<file path="src/rtl/seven_seg_rx.sv">
// seven_seg_rx: decodes a scanned 4-digit common-anode 7-segment bus back to BCD and binary (0..9999).
// Optional: define SEVEN_SEG_RX_BCD_EN to add the dout_bcd output.
module seven_seg_rx #(
   parameter int STABLE_CYC     = 4,
   parameter bit SEL_ACTIVE_LOW = 1
) (
   input  logic        clk,
   input  logic        rst,
   input  logic [3:0]  digit_sel,
   input  logic [6:0]  seg_out,
   output logic [13:0] dout,
   output logic        dout_valid,
`ifdef SEVEN_SEG_RX_BCD_EN
   output logic [15:0] dout_bcd,
`endif
   output logic        seg_err
);

   typedef enum logic [1:0] {IDLE, LOAD, CONV, DONE} state_t;

   logic [3:0]       sel_s1, sel_s2, sel_p, sel_eff, slot_bit;
   logic [6:0]       seg_s1, seg_s2, seg_p;
   logic [7:0]       cnt;
   logic             changed, one_hot, strobe;
   logic [1:0]       slot;
   logic [3:0]       dig;
   logic             dig_ok;
   logic [3:0][3:0]  bcd, sh;
   logic [3:0]       seen, seen_c, seen_d;
   logic             bad, bad_c, bad_d, complete;
   state_t           state, state_d;
   logic [1:0]       idx;
   logic [13:0]      acc, acc_d;

   assign changed    = {sel_s2, seg_s2} != {sel_p, seg_p};
   assign sel_eff    = SEL_ACTIVE_LOW ? ~sel_s2 : sel_s2;
   assign one_hot    = $onehot(sel_eff);
   assign strobe     = !changed && one_hot && (cnt == 8'(STABLE_CYC - 1));
   assign slot       = {sel_eff[3] | sel_eff[2], sel_eff[3] | sel_eff[1]};
   assign slot_bit   = 4'b0001 << slot;
   assign acc_d      = (acc << 3) + (acc << 1) + 14'(sh[idx]);
   assign dout_valid = state == DONE;

   // two-flop synchronisers plus the previous-cycle copy used for change detection
   always_ff @(posedge clk or negedge rst) begin
      if (!rst) begin
         sel_s1 <= '0;
         sel_s2 <= '0;
         sel_p  <= '0;
         seg_s1 <= '0;
         seg_s2 <= '0;
         seg_p  <= '0;
      end else begin
         sel_s1 <= digit_sel;
         sel_s2 <= sel_s1;
         sel_p  <= sel_s2;
         seg_s1 <= seg_out;
         seg_s2 <= seg_s1;
         seg_p  <= seg_s2;
      end
   end

   // stability counter: restarts on any change of the pair, saturates at 255
   always_ff @(posedge clk or negedge rst) begin
      if (!rst)
         cnt <= '0;
      else
         cnt <= changed ? 8'd0 : (cnt == 8'hFF ? cnt : cnt + 8'd1);
   end

   // active-low segment pattern to BCD digit; anything off-table is invalid
   always_comb begin
      dig    = '0;
      dig_ok = 1'b1;
      case (seg_s2)
         7'b0000001: dig = 4'd0;
         7'b1001111: dig = 4'd1;
         7'b0010010: dig = 4'd2;
         7'b0000110: dig = 4'd3;
         7'b1001100: dig = 4'd4;
         7'b0100100: dig = 4'd5;
         7'b0100000: dig = 4'd6;
         7'b0001111: dig = 4'd7;
         7'b0000000: dig = 4'd8;
         7'b0001100: dig = 4'd9;
         default:    dig_ok = 1'b0;
      endcase
   end

   // frame assembly: a repeat of an already-seen slot restarts the frame from that slot
   always_comb begin
      seen_c   = strobe ? (seen[slot] ? slot_bit : seen | slot_bit) : seen;
      bad_c    = strobe ? (seen[slot] ? !dig_ok : bad | !dig_ok) : bad;
      complete = seen_c == 4'hF;
      seen_d   = seen_c;
      bad_d    = bad_c;
      if (state == LOAD) begin
         seen_d = strobe ? slot_bit : 4'h0;
         bad_d  = strobe && !dig_ok;
      end else if (state == IDLE && complete && bad_c) begin
         seen_d = 4'h0;
         bad_d  = 1'b0;
      end
   end

   // capture registers and the invalid-pattern pulse
   always_ff @(posedge clk or negedge rst) begin
      if (!rst) begin
         bcd     <= '0;
         seen    <= '0;
         bad     <= 1'b0;
         seg_err <= 1'b0;
      end else begin
         if (strobe)
            bcd[slot] <= dig;
         seen    <= seen_d;
         bad     <= bad_d;
         seg_err <= strobe && !dig_ok;
      end
   end

   // conversion FSM next state; a complete frame waits in seen until IDLE
   always_comb begin
      state_d = state;
      case (state)
         IDLE:    state_d = (complete && !bad_c) ? LOAD : IDLE;
         LOAD:    state_d = CONV;
         CONV:    state_d = (idx == 2'd0) ? DONE : CONV;
         DONE:    state_d = IDLE;
         default: state_d = IDLE;
      endcase
   end

   // state register
   always_ff @(posedge clk or negedge rst) begin
      if (!rst)
         state <= IDLE;
      else
         state <= state_d;
   end

   // shadow copy and multiply-by-ten accumulation, thousands first; dout lands as DONE begins
   always_ff @(posedge clk or negedge rst) begin
      if (!rst) begin
         sh   <= '0;
         acc  <= '0;
         idx  <= '0;
         dout <= '0;
`ifdef SEVEN_SEG_RX_BCD_EN
         dout_bcd <= '0;
`endif
      end else if (state == LOAD) begin
         sh  <= bcd;
         acc <= '0;
         idx <= 2'd3;
      end else if (state == CONV) begin
         acc <= acc_d;
         idx <= idx - 2'd1;
         if (idx == 2'd0) begin
            dout <= acc_d;
`ifdef SEVEN_SEG_RX_BCD_EN
            dout_bcd <= sh;
`endif
         end
      end
   end

endmodule

</file>
<file path="config.mk">
export PLATFORM = sky130hd
export DESIGN_NAME = seven_seg_rx
export DESIGN_NICKNAME = d
export VERILOG_FILES = /design/src/rtl/seven_seg_rx.sv
export SDC_FILE = /design/constraint.sdc
export NUM_CORES = 1
export LEC_CHECK = 0
export CAP_MARGIN = 40
export CELL_PAD_IN_SITES_DETAIL_PLACEMENT = 0
export CELL_PAD_IN_SITES_GLOBAL_PLACEMENT = 1
export CORE_ASPECT_RATIO = 1.4
export CORE_MARGIN = 2
export CORE_UTILIZATION = 44
export CTS_CLUSTER_SIZE = 25
export DETAILED_ROUTE_END_ITERATION = 8
export GPL_TIMING_DRIVEN = 0
export PLACE_DENSITY = 0.72
export SLEW_MARGIN = 20
export SYNTH_ARGS = -nofsm -noshare
export SYNTH_HDL_FRONTEND = slang
export SYNTH_SLANG_ARGS = --single-unit
</file>
<file path="constraint.sdc">
create_clock -name clk -period 4.1 [get_ports clk]
set_input_delay 1.23 -clock clk [delete_from_list [all_inputs] [get_ports clk]]
set_output_delay 1.23 -clock clk [all_outputs]
set_load 0.05 [all_outputs]
</file>
Word-level counts from Yosys, hierarchy flattened --
Index checks and enable logic that the tools add are counted.
Word-level totals: register bits 110, input port bits 13, word-level logic and storage cells 100
Cells by class: $add $sub $neg 7, magnitude comparators 3, equal/unequal tests 18, shift-type cells 1, multiplexer cells 27, bitwise operators 6, reduce and logical (&&, ||, !) cells 16
Operators with widths (number):
- 4-bit one-hot mux with 9 select lines | 1
- 4-bit 2-to-1 mux | 7
- 13-bit 2-to-1 mux | 2
- 16-bit bitwise mux | 1
- 8-bit 2-to-1 mux | 2
- 14-bit adder | 1
- 14-bit by 4-bit adder with 14-bit output | 1
- 7-bit by 4-bit == test with 1-bit output, second input constant | 2
- 7-bit by 6-bit == test with 1-bit output, second input constant | 2
- 7-bit == test, second input constant | 2
- 11-bit inequality test | 1
- 10-bit OR reduction | 1
- 8-bit by 1-bit adder with 8-bit output, second input constant | 1
- 4-bit binary-select mux with 2-bit select | 1
- 4-bit demux with 2-bit select | 1
- 8-bit by 2-bit == test with 1-bit output, second input constant | 1
- 8-bit == test, second input constant | 1
- 1-bit 2-to-1 mux | 8
- 2-bit one-hot mux with 4 select lines | 1
- 7-bit by 1-bit == test with 1-bit output, second input constant | 1
- 7-bit by 3-bit == test with 1-bit output, second input constant | 1
- 7-bit by 5-bit == test with 1-bit output, second input constant | 1
- 1-bit logical AND | 7
- 7-bit zero test | 1
- 21 further kinds | 30

Logic depth before layout (Yosys ltp) --
depth in word-level cells 12, gate-level depth with buffers 12, mapped depth without buffers 11

Worst setup path after synthesis --
No wires, ideal clock.
path kind register to register, from register sel_s2[0], to register seen[3], arrival time 3.157 ns, required time 3.959 ns, slack 0.801 ns, cell stages (with the launch flop) 12, period minus slack after synthesis 3.299 ns, path through dfrtp_1 > fa_1 > inv_1 > ha_1 > ha_1 > nor4_1 > nand4_1 > or4_1 > buf_2 > or4_4 > a221oi_4 > a32oi_1
Between the ends: longest elaborated chain between the ends 12, elaborated cells on any way between the ends 16
RTL lines:
- from (decl) | line 21 | logic [3:0] sel_s1, sel_s2, sel_p, sel_eff, slot_bit;
- from (signal assigned) | line 55 | sel_s2 <= sel_s1;
- 4-bit inverter | line 36 | assign sel_eff = SEL_ACTIVE_LOW ? ~sel_s2 : sel_s2;
- 1-bit by 1-bit adder with 2-bit output (not written as such) | line 37 | assign one_hot = $onehot(sel_eff);
- 2-bit by 2-bit adder with 3-bit output (not written as such) | line 37
- 3-bit by 1-bit == test with 1-bit output | line 37
- 1-bit logical AND (*) (2 in a row) | line 38 | assign strobe = !changed && one_hot && (cnt == 8'(STABLE_CYC - 1));
- 4-bit 2-to-1 mux | line 92 | seen_c = strobe ? (seen[slot] ? slot_bit : seen | slot_bit) : seen;
- 4-bit == test | line 94 | complete = seen_c == 4'hF;
- 1-bit logical AND (2 in a row) | line 100 | end else if (state == IDLE && complete && bad_c) begin
- 4-bit 2-to-1 mux | line 100
- 4-bit 2-to-1 mux (*) | line 97 | if (state == LOAD) begin
- net seen_d[3] | line 29 | logic [3:0] seen, seen_c, seen_d;
- to (signal assigned) | line 116 | seen <= seen_d;
- to (decl) | line 29
The timed path passes the listed nets; every way through them passes the cells marked *. A chain may end at the register's enable or synchronous reset.

Final worst setup path --
from register idx[0], to register dout[12]
Between the ends: longest elaborated chain between the ends 3, elaborated cells on any way between the ends 5
RTL lines:
- from (decl) | line 32 | logic [1:0] idx;
- from (signal assigned) | line 158 | idx <= idx - 2'd1;
- 4-bit binary-select mux with 2-bit select | line 41 | assign acc_d = (acc << 3) + (acc << 1) + 14'(sh[idx]);
- 4-bit 2-to-1 mux (not written as such) | line 41
- 14-bit by 4-bit adder with 14-bit output | line 41
- to (signal assigned) | line 148 | dout <= '0;
- to (signal assigned) | line 160 | dout <= acc_d;
- to (decl) | line 11 | output logic [13:0] dout,
Several ways; a longest one is shown, not always the timed one. The select of a mux whose other input is x is not followed.

==> results.cfg <==
[final_layout]
nNetsFinal = 526
fin_cells = 630
layout-drive-gt1-share_pct = 15.7
syn_to_final_growth_pct = 15.1
diodes = 0

[clock_tree]
cts_max_path_buffers = 2
numClockSinks = 110
holdBufCountCts = 0
cts_tree = done
post-cts-setup-buffer-count = 0
clk_pin_slew_ns = 0.08
cts_resized = 0
clock_latency_ns = 0.35
cts_root_buf = clkbuf_16
h-tree-depth = 3
cts-buffers-inserted = 9

[place]
globalplace.congestion = 0.856
dp.cells = 615
dp_hpwl_microns = 7430
io_buffers = 28

[min_path]
hold_class = flop to flop
hold_path_end = sel_s2[0]$_DFF_PN0_
min_delay_path_depth = 0
worstHoldStart = sel_s1[0]$_DFF_PN0_

[global_route]
grt_max_degree = 67
grt_usage_pct = 17.2
antenna_found_initial = 0
grt_pass1_wl_microns = 17000
grt_overflow = 0
first_global_vias = 3484

[synthesis]
synth_top_family_by_area = simple AND/OR/NAND/NOR gates
synth_edf_count = 0
synth_area_leaders = dfrtp_1 53%, mux2_2 7.8%, ha_1 7.4%
ys_seq_elements = 110
synth_area_sq_um = 5230
syn_inst = 438
synth-simple-area-share_pct = 10.9
yosys.area_share.xor_xnor_pct = 4.83
ys_types = 59
synth_compound_area_share_pct = 10.5
synth-main-ff-cell = dfrtp_1
syn_area_per_cell_sq_um = 11.9
synthArstFlopShare_pct = 100
synth_top_cell_area_share_pct = 52.6
syn-num-nets = 485
synth_warnings = 0
seq_area_frac_synth_pct = 52.6
synth_mux_area_share_pct = 9.67
synth_fa_ha_area_share_pct = 8.56
yosys.area.top_type = dfrtp_1

[power]
p_leak_nw = 2.81
p_per_area_nw_per_um2 = 336
ir_drop_mv = 0.221

[setup_path]
slowest_stage = mux4_2
cp_num_cells = 11
end_kind = flop
reg2reg_setup_slack_ns = 0.31
r2r_cells = 11
timing.rr.end = dout[12]$_DFFE_PN0P_
cp.required_ns = 4.32
crit_type = flop to flop
startpoint_type = flop
crit_buf_inv = 1
worstPathCellList = clkbuf_1 > mux4_2 > ha_1 > ha_1 > fa_1 > a21o_1 > a21oi_1 > o21ai_0 > a311oi_1 > xor2_1 > o21ai_0
slowest_delay_ns = 0.60
worstReg2RegStart = idx[0]$_DFFE_PN0P_
crit_family = compound AO/OA/AOI/OAI gates
path_max_fanout = 6
crit_arrival_ns = 4.01

[die]
die_x_microns = 96.1
initial_core_util_pct = 44.7
die_height_microns = 133
core_area_sq_um = 11700
num_rows = 47
io_pins = 29
die-area_sq_um = 12800

[route]
wl_per_cell_microns = 15.8
drt_iter0_drc = 168
drc = 0
firstDrtPassIters = 4
wl_microns = 9930
drtAntennaViolNets = 0
vias_per_cell = 5.39
vias = 3393

[job]
max_cap_viol_count = 0

[timing]
fin_worst_skew_ns = 0.00935
period_needed_ns = 3.79
setup_viol = 0
holdWs_ns = 0.349
rsz0062_at_grt = false
hold_violations = 0
tns_ns = 0
max_freq_mhz = 264
post-route-period-util_pct = 92.4
tightest_slew_ns = 0.752
drv_slew = 0
maxSlewHeadroom_pct = 49.7

[status]
status = finished clean
metrics by stage:
stage / utilization, % / instance area [sq um] / worst slack (ns) / total power, W
after floorplan: - / 5230 / 0.801 / 0.00117
after global placement: 48.7 / 5690 / -2.29 / 0.00121
after detailed placement: 49.1 / 5740 / 0.280 / 0.00122
after CTS: 51.4 / 6020 / 0.281 / 0.00205
after global routing: 51.4 / 6020 / 0.0401 / 0.00211
final: 51.4 / 6020 / 0.311 / 0.00203
kinds of logic after synthesis:
logic type,after synthesis
buffers and inverters,37
and+or+nand+nor,108
DFF,110
AOI/OAI and AO/OA,80
muxes,41
xor gates and xnor gates,28
adders and majority gates,34
worst max path at each step:
stage	from	endpoint	slack, ns
finish	idx[0]$_DFFE_PN0P_	dout[12]$_DFFE_PN0P_	0.31
global route	idx[0]$_DFFE_PN0P_	dout[12]$_DFFE_PN0P_	0.04
CTS	idx[0]$_DFFE_PN0P_	dout[12]$_DFFE_PN0P_	0.28
detailed placement	idx[0]$_DFFE_PN0P_	dout[12]$_DFFE_PN0P_	0.28
global placement	rst	dout[3]$_DFFE_PN0P_	-2.29
floorplan	sel_s2[0]$_DFF_PN0_	seen[3]$_DFF_PN0_	0.80
power by group:
part | internal, W | switching [W]
registers | 0.00110 | 0.00000965
clock network | 0.000420 | 0.000411
logic | 0.0000355 | 0.0000483
total | 0.00156 | 0.000469
worst reg2reg max path, stage by stage (launching register included):
cell and delay (ns):
dfrtp_1 0.32, clkbuf_1 0.39, mux4_2 0.60, ha_1 0.29, ha_1 0.24, fa_1 0.41, a21o_1 0.19, a21oi_1 0.30
o21ai_0 0.22, a311oi_1 0.33, xor2_1 0.24, o21ai_0 0.11
placed cells by master (no fill, tap or decap), types with 4 or more instances in the layout:
cell and count:
a21oi_1 17, nor2_1 19, nand3_1 13, nor3_1 9, nor2b_1 7, clkdlybuf4s50_1 27
clkbuf_1 8, inv_1 20, and3_1 4, nand2_1 24, a21o_1 4, nand2b_1 4
mux2_2 36, xnor2_1 16, buf_2 7, xor2_1 11, nand4_1 8, clkbuf_16 9
o21ai_0 20, o2bb2ai_1 8, ha_1 31, dfrtp_1 110, mux4_2 4, a31oi_1 8
sequential cells by signal (all words and copies together) (netlist names):
register	cells
acc	13
bad	1
bcd	16
cnt	8
dout	14
idx	2
seen	4
seg_err	1
seg_p	7
seg_s1	7
seg_s2	7
sel_p	4
sel_s1	4
sel_s2	4
sh	16
state	2
final cells by class:
class | count | area, sq um
Fill cell | 1062 | 5680
Clock inverter | 6 | 53.8
Sequential cell | 110 | 2750
Multi-Input combinational cell | 291 | 2340
Tap cell | 147 | 184
Clock buffer | 9 | 225
Buffer | 16 | 75.1
Timing Repair Buffer | 30 | 314
Inverter | 21 | 78.8
Yosys cell counts, types with 2 or more instances:
cell	instances
a21oi_1	17
mux2_2	36
nand2b_1	4
clkbuf_1	8
o21ai_0	20
ha_1	31
fa_1	3
nand2_1	24
or3_1	3
o2bb2ai_1	8
o21bai_1	3
nand3_1	13
inv_1	20
a31oi_1	8
nor4_1	5
xnor2_1	16
nor4b_1	2
and3_1	4
a211oi_1	2
mux4_2	4
buf_2	6
dfrtp_1	110
xor2_1	11
a31o_2	2
nor3_1	9
nor2b_1	7
a21o_1	4
a21bo_2	2
nand4_1	8
nor2_1	19
layer usage:
layer	track usage, %	routed length [microns]	share of wire (%)
met5	0	0	0
met4	7.14	288	2.9
met3	3.19	235	2.4
met2	30.4	5450	55
met1	20.0	3950	40
Note: power is estimated with default switching activity, not from simulation.
